$ cat config.mk
export PLATFORM = sky130hd
export DESIGN_NAME = dmem_arbiter
export DESIGN_NICKNAME = d
export VERILOG_FILES = /design/src/rtl/dmem_arb_pkg.sv /design/src/rtl/rr_arbiter2.sv /design/src/rtl/dmem_arbiter.sv
export SDC_FILE = /design/constraint.sdc
export NUM_CORES = 1
export LEC_CHECK = 0
export CAP_MARGIN = 40
export CORE_MARGIN = 2
export CORE_UTILIZATION = 43
export DETAILED_ROUTE_END_ITERATION = 10
export PLACE_DENSITY_LB_ADDON = 0.2
export SLEW_MARGIN = 10
export SYNTH_ARGS = -nofsm -noshare
export SYNTH_HDL_FRONTEND = slang
export SYNTH_SLANG_ARGS = --single-unit
export TNS_END_PERCENT = 50
$ cat constraint.sdc
create_clock -name clk -period 2.39 [get_ports clk]
set_input_delay 0.717 -clock clk [delete_from_list [all_inputs] [get_ports clk]]
set_output_delay 0.717 -clock clk [all_outputs]
set_load 0.005 [all_outputs]
$ cat src/rtl/dmem_arb_pkg.sv
// Shared types and data-segment constants for the data-memory arbiter,
// the processor top and the memory benches.
package dmem_arb_pkg;

  typedef enum logic [1:0] {
    ST_IDLE,
    ST_ACCESS,
    ST_RESP
  } state_e;

  typedef logic port_idx_t;

  localparam logic [31:0] DMEM_DATA_BASE = 32'h1000_0000;
  localparam logic [31:0] DMEM_DATA_SIZE = 32'h0000_1000;

endpackage

$ cat src/rtl/rr_arbiter2.sv
// Two-requester round-robin picker. The pointer names the favoured port and
// moves to the other port after every accepted grant.
module rr_arbiter2
  import dmem_arb_pkg::*;
(
  input  logic       clk,
  input  logic       rst_n,
  input  logic [1:0] req,
  input  logic       advance,
  output logic [1:0] grant
);

  port_idx_t ptr_q, ptr_d;

  always_comb begin
    grant = req;
    if (req == 2'b11) begin
      grant = ptr_q ? 2'b10 : 2'b01;
    end
    ptr_d = ptr_q;
    if (advance) begin
      if (grant[0]) begin
        ptr_d = 1'b1;
      end else if (grant[1]) begin
        ptr_d = 1'b0;
      end
    end
  end

  always_ff @(posedge clk) begin
    if (!rst_n) begin
      ptr_q <= 1'b0;
    end else begin
      ptr_q <= ptr_d;
    end
  end

endmodule

$ cat src/rtl/dmem_arbiter.sv
// Two-port arbiter/sequencer for the single-port data memory (IDLE/ACCESS/RESP).
// Optional address range/alignment checking is enabled by DMEM_ARB_RANGE_CHECK_EN.
module dmem_arbiter
  import dmem_arb_pkg::*;
#(
  parameter int                ADDR_W    = 32,
  parameter int                DATA_W    = 32,
  parameter logic [ADDR_W-1:0] DATA_BASE = ADDR_W'(DMEM_DATA_BASE),
  parameter logic [ADDR_W-1:0] DATA_SIZE = ADDR_W'(DMEM_DATA_SIZE)
) (
  input  logic              clk,
  input  logic              rst_n,
  input  logic              p0_req,
  input  logic              p0_we,
  input  logic [ADDR_W-1:0] p0_addr,
  input  logic [DATA_W-1:0] p0_wdata,
  output logic              p0_gnt,
  output logic              p0_done,
  output logic [DATA_W-1:0] p0_rdata,
  output logic              p0_err,
  input  logic              p1_req,
  input  logic              p1_we,
  input  logic [ADDR_W-1:0] p1_addr,
  input  logic [DATA_W-1:0] p1_wdata,
  output logic              p1_gnt,
  output logic              p1_done,
  output logic [DATA_W-1:0] p1_rdata,
  output logic              p1_err,
  output logic              mem_cs,
  output logic              mem_oe,
  output logic              mem_we,
  output logic [ADDR_W-1:0] mem_addr,
  output logic [DATA_W-1:0] mem_din,
  input  logic [DATA_W-1:0] mem_dout
);

  state_e            state_q, state_d;
  logic              we_q, we_d;
  logic [ADDR_W-1:0] addr_q, addr_d;
  logic [DATA_W-1:0] wdata_q, wdata_d;
  port_idx_t         owner_q, owner_d;
  logic [DATA_W-1:0] rdata0_q, rdata0_d, rdata1_q, rdata1_d;
  logic [DATA_W-1:0] rd_val;
  logic [1:0]        arb_req, grant;
  logic              advance, acc_err, range_bad;
  port_idx_t         sel;
  logic [ADDR_W-1:0] req_addr;

  // Grants are only ever issued from IDLE.
  assign arb_req  = {p1_req, p0_req} & {2{state_q == ST_IDLE}};
  assign advance  = |grant;
  assign sel      = grant[1];
  assign req_addr = sel ? p1_addr : p0_addr;
  assign p0_gnt   = grant[0];
  assign p1_gnt   = grant[1];
  assign p0_rdata = rdata0_q;
  assign p1_rdata = rdata1_q;

  rr_arbiter2 u_rr (
    .clk    (clk),
    .rst_n  (rst_n),
    .req    (arb_req),
    .advance(advance),
    .grant  (grant)
  );

`ifdef DMEM_ARB_RANGE_CHECK_EN
  localparam logic [ADDR_W:0] SEG_LO = {1'b0, DATA_BASE};
  localparam logic [ADDR_W:0] SEG_HI = SEG_LO + {1'b0, DATA_SIZE};

  logic err_q, err_d;

  assign range_bad = ({1'b0, req_addr} < SEG_LO) || ({1'b0, req_addr} >= SEG_HI) ||
                     (req_addr[1:0] != 2'b00);
  assign acc_err   = err_q;
  assign err_d     = (state_q == ST_IDLE && advance) ? range_bad : err_q;

  always_ff @(posedge clk) begin
    if (!rst_n) begin
      err_q <= 1'b0;
    end else begin
      err_q <= err_d;
    end
  end
`else
  logic unused_cfg;

  assign unused_cfg = ^{DATA_BASE, DATA_SIZE, req_addr[1:0]};
  assign range_bad  = 1'b0;
  assign acc_err    = 1'b0;
`endif

  assign rd_val = (we_q || acc_err) ? '0 : mem_dout;

  always_comb begin
    state_d  = state_q;
    we_d     = we_q;
    addr_d   = addr_q;
    wdata_d  = wdata_q;
    owner_d  = owner_q;
    rdata0_d = rdata0_q;
    rdata1_d = rdata1_q;
    mem_cs   = 1'b0;
    mem_oe   = 1'b0;
    mem_we   = 1'b0;
    mem_addr = '0;
    mem_din  = '0;
    p0_done  = 1'b0;
    p1_done  = 1'b0;
    p0_err   = 1'b0;
    p1_err   = 1'b0;
    case (state_q)
      ST_IDLE: begin
        if (advance) begin
          we_d    = sel ? p1_we : p0_we;
          addr_d  = req_addr;
          wdata_d = sel ? p1_wdata : p0_wdata;
          owner_d = sel;
          state_d = ST_ACCESS;
        end
      end
      ST_ACCESS: begin
        // A flagged access keeps the memory completely untouched.
        if (!acc_err) begin
          mem_cs   = 1'b1;
          mem_oe   = ~we_q;
          mem_we   = we_q;
          mem_addr = addr_q;
          mem_din  = we_q ? wdata_q : '0;
        end
        if (owner_q) begin
          rdata1_d = rd_val;
        end else begin
          rdata0_d = rd_val;
        end
        state_d = ST_RESP;
      end
      ST_RESP: begin
        p0_done = ~owner_q;
        p1_done = owner_q;
        p0_err  = ~owner_q & acc_err;
        p1_err  = owner_q & acc_err;
        state_d = ST_IDLE;
      end
      default: state_d = ST_IDLE;
    endcase
  end

  always_ff @(posedge clk) begin
    if (!rst_n) begin
      state_q  <= ST_IDLE;
      we_q     <= 1'b0;
      addr_q   <= '0;
      wdata_q  <= '0;
      owner_q  <= 1'b0;
      rdata0_q <= '0;
      rdata1_q <= '0;
    end else begin
      state_q  <= state_d;
      we_q     <= we_d;
      addr_q   <= addr_d;
      wdata_q  <= wdata_d;
      owner_q  <= owner_d;
      rdata0_q <= rdata0_d;
      rdata1_q <= rdata1_d;
    end
  end

endmodule
==> metrics.log <==
[metrics] outcome: complete, no violations
[metrics] PD cells: 617 nW/um^2
[metrics] Clk pwr share: 0.429
[metrics] number of buffers created by CTS: 17
[metrics] DRC: 0
[metrics] wire length of the first global-routing pass: 36300 um
[metrics] count of cell types in the netlist: 24
[metrics] Pre-antenna DRT Iters: 5
[metrics] GR Util met3: 0.101
[metrics] Clock Skew: between 0.006 and 0.007 ns
[metrics] minimum setup slack after placement: -0.652 ns
[metrics] Worst VDD drop: 0.562 mV
[metrics] Critical Path, Cell by Cell: nor2b_4 > buf_6 > buf_6 > buf_16 > and3_1 > clkdlybuf4s15_2
[metrics] RSZ-0062 raised after global routing: yes
[metrics] kind of critical path: reg -> out
[metrics] total routed wirelength: 23800 um
[metrics] maximum clock insertion buffer count: 2
[metrics] net switching share of the total power: 0.261
[metrics] final cycle utilization of the critical path: 0.984
[metrics] clock latency on the worst-skew pair: ~0.42 ns
[metrics] slew at the pin closest to its max-slew limit: between 0.8 and 0.9 ns
[metrics] GPL Wtd Cong: 0.818
[metrics] post-route minimum period: 2.35 ns
[metrics] setup slack of the critical path after layout: between 0.03 and 0.04 ns
[metrics] library cell used as clock root buffer: clkbuf_16
[metrics] cell internal power dissipation: 0.00490 W
[metrics] register area share after synthesis: 0.385
[metrics] Vias: 7580
[metrics] H-tree depth: 4
[metrics] number of buffers added on ports: 300
[metrics] switching pwr: 0.00173 W
[metrics] Setup crit start kind: flip-flop
[metrics] critical hold path startpoint: p1_rdata[13]
[metrics] Antenna Violating Nets Remaining: 0
[metrics] Final Max Tran Viols: 0
[metrics] CTS tree: built
[metrics] met1 Use GR: 0.331
[metrics] met2 Usage GRT: 0.433
[metrics] number of antenna violations at the first check in global routing: 0
[metrics] number of sinks driven by the clock tree: 133
[metrics] iteration-0 DRC count of the detailed router: 449
[metrics] Layout Area Growth over Synthesis: 55.3%
[metrics] die outline area: 17100 um^2
[metrics] combined global-route utilization of all metal layers: 0.271
[metrics] sum of negative setup slack: 0 ns
[metrics] Critical Path End Type: output pin
[metrics] Ant. Diodes: 0
[metrics] Critical Path Most Common Cell: buf_6
[metrics] Chip Height: 131 um
[metrics] commonest cells after routing, fill and taps aside: 258 x nand2_1, 226 x clkdlybuf4s50_1, 130 x dfxtp_1
[metrics] cell taking the most area after synthesis: dfxtp_1
[metrics] Nets: between 1000 and 1500
[metrics] maximum number of pins on one net before global-route repair: 67
[metrics] fraction of the core area covered by cells at the end of the flow: 0.680
[metrics] number of warnings issued by yosys: 0
[metrics] FF-to-FF Start: state_q[1]
[metrics] count of pins on the block boundary: about 300
[metrics] most common library cell in the layout ignoring fill and taps: nand2_1
[metrics] endpoint with the worst hold slack: p1_rdata[13]
[metrics] Syn Std Cell Area: 6910 um^2
[metrics] via count normalized by instance count: 5.54
[metrics] Max Clk Rate: 425 MHz
[metrics] Routed WL per cell: 17.4 um
[metrics] leakage: between 4 and 5 nW
[metrics] HP Class: reg -> reg
[metrics] max-capacitance violation count: 0
[metrics] number of synthesized register bits: approximately 130
[metrics] share of the synthesized area in the top cell type: 0.385
[metrics] cell with the biggest individual delay on the critical path: dfxtp_2
[metrics] routing layer with the top usage in global route: met2
[metrics] synthesized instance count: 882
[metrics] Hold Path Depth: 2
[metrics] via count of the first global-routing pass: between 7000 and 8000
[metrics] total number of placement rows: 46
[metrics] fraction of layout cells with a size suffix above 1: 0.116
[metrics] remaining global-route overflow: 0
[metrics] number of hold buffers added after cts: 0
[metrics] delay contributed by the slowest stage of the critical path: between 0.3 and 0.4 ns
[metrics] required time of the worst setup path: 1.67 ns
[metrics] Die W: 131 um
[metrics] end of the worst register-to-register path: wdata_q[12]
[metrics] combinational share of power: 0.199
[metrics] Worst Reg-to-Reg Cells: 6
[metrics] clock-pin slew on the worst setup and hold paths: 0.06 ns
[metrics] top cells by area in the synthesized netlist: dfxtp_1 39%, nand2_1 14%, a221o_1 9.4%
[metrics] max_slew headroom: 0.463
[metrics] reg-to-reg setup timing slack: 0.39 ns
[metrics] Flop pwr share: 0.373
[metrics] mean area per synthesized cell: approximately 7.8 um^2
[metrics] top fanout value on the critical path: 12
[metrics] hold violation count in the final report: 0
[metrics] critical path data arrival time: 1.64 ns
[metrics] DP HPWL: about 15000 um
[metrics] starting utilization of the core area: 0.438
[metrics] area of the core: 15800 um^2
[metrics] number of endpoints failing setup at the final stage: 0
==> worst max-delay path by stage <==
stage / start / endpoint / slack (ns) / cells after the start
3_5_place_dp: p0_req / p0_gnt / -0.65 / 4
3_3_place_gp: p0_req / p0_gnt / -0.60 / 4
4_1_cts: state_q[0] / mem_din[3] / -0.20 / 5
6_report: state_q[0] / mem_din[6] / 0.04 / 6
2_1_floorplan: p0_req / p1_gnt / 0.31 / 4
5_1_grt: state_q[0] / mem_din[21] / -0.05 / 6
==> timing repair <==
action / in CTS / in global routing
endpoints found under the setup margin: 71 / 43
gates cloned: 2 / 0
gates resized for setup: 113 / 76
buffers inserted: 8 / 2
==> power groups by stage <==
stage / registers [W] / logic (W) / clock network (W)
4_1_cts: 0.00246 / 0.00131 / 0.00287
3_5_place_dp: 0.00251 / 0.00128 / 0
2_1_floorplan: 0.00249 / 0.000646 / 0
5_1_grt: 0.00248 / 0.00143 / 0.00298
6_report: 0.00247 / 0.00132 / 0.00284
3_3_place_gp: 0.00251 / 0.00126 / 0
==> sequential cells by signal, indices dropped and copies added, names as in the netlist <==
name,flops
state_q,2
p1_rdata,32
owner_q,1
u_rr.ptr_q,1
wdata_q,32
p0_rdata,32
addr_q,32
we_q,1
==> synth_stat cells (all sizes together) <==
master,count
or3b,2
nand3b,1
dfxtp,133
a2111oi,65
clkbuf,94
buf,17
nor3,65
nand2,258
a221o,65
nor3b,3
or2,1
and3,33
and3b,2
a21boi,65
a21oi,1
conb,1
nor2,3
o21a,3
and2,35
nand2b,1
nor2b,34
==> layer usage <==
layer,vias up,share of wire
met3,54,0.097
met1,3551,0.41
met2,313,0.46
met4,0,0.031
met5,-,0
li1,3662,-
==> worst max-delay path, delay by kind of cell (launching register included) <==
kind,cells,cell delay (ns)
buf+inv,4,0.56
flops,1,0.33
simple gates,2,0.34
==> kinds of logic after synthesis <==
family / synth area share
and+or+nand+nor: 0.292
DFF: 0.385
other: 0.000543
AOI/OAI and AO/OA: 0.251
buffers and inverters: 0.0704
==> metrics by stage <==
stage / power [W] / hold slack, ns / area, um^2 / cells
3_5_place_dp: 0.00378 / 0.455 / 10100 / 1324
3_3_place_gp: 0.00377 / 0.449 / 10100 / 1324
4_1_cts: 0.00665 / 0.463 / 10800 / 1366
2_1_floorplan: 0.00314 / 0.448 / 6910 / 883
6_report: 0.00662 / 0.460 / 10700 / 1367
5_1_grt: 0.00690 / 0.479 / 10700 / 1367
==> final cells by class <==
cell class              instances  area [um^2]
flip-flops and latches        133         2670
well taps                     216          270
repair buffers                347         3340
multi-input cells             639         3810
clock inverters                11          173
fillers                      1413         5040
clock buffers                  21          470
Note: power is estimated with default switching activity, not from simulation.
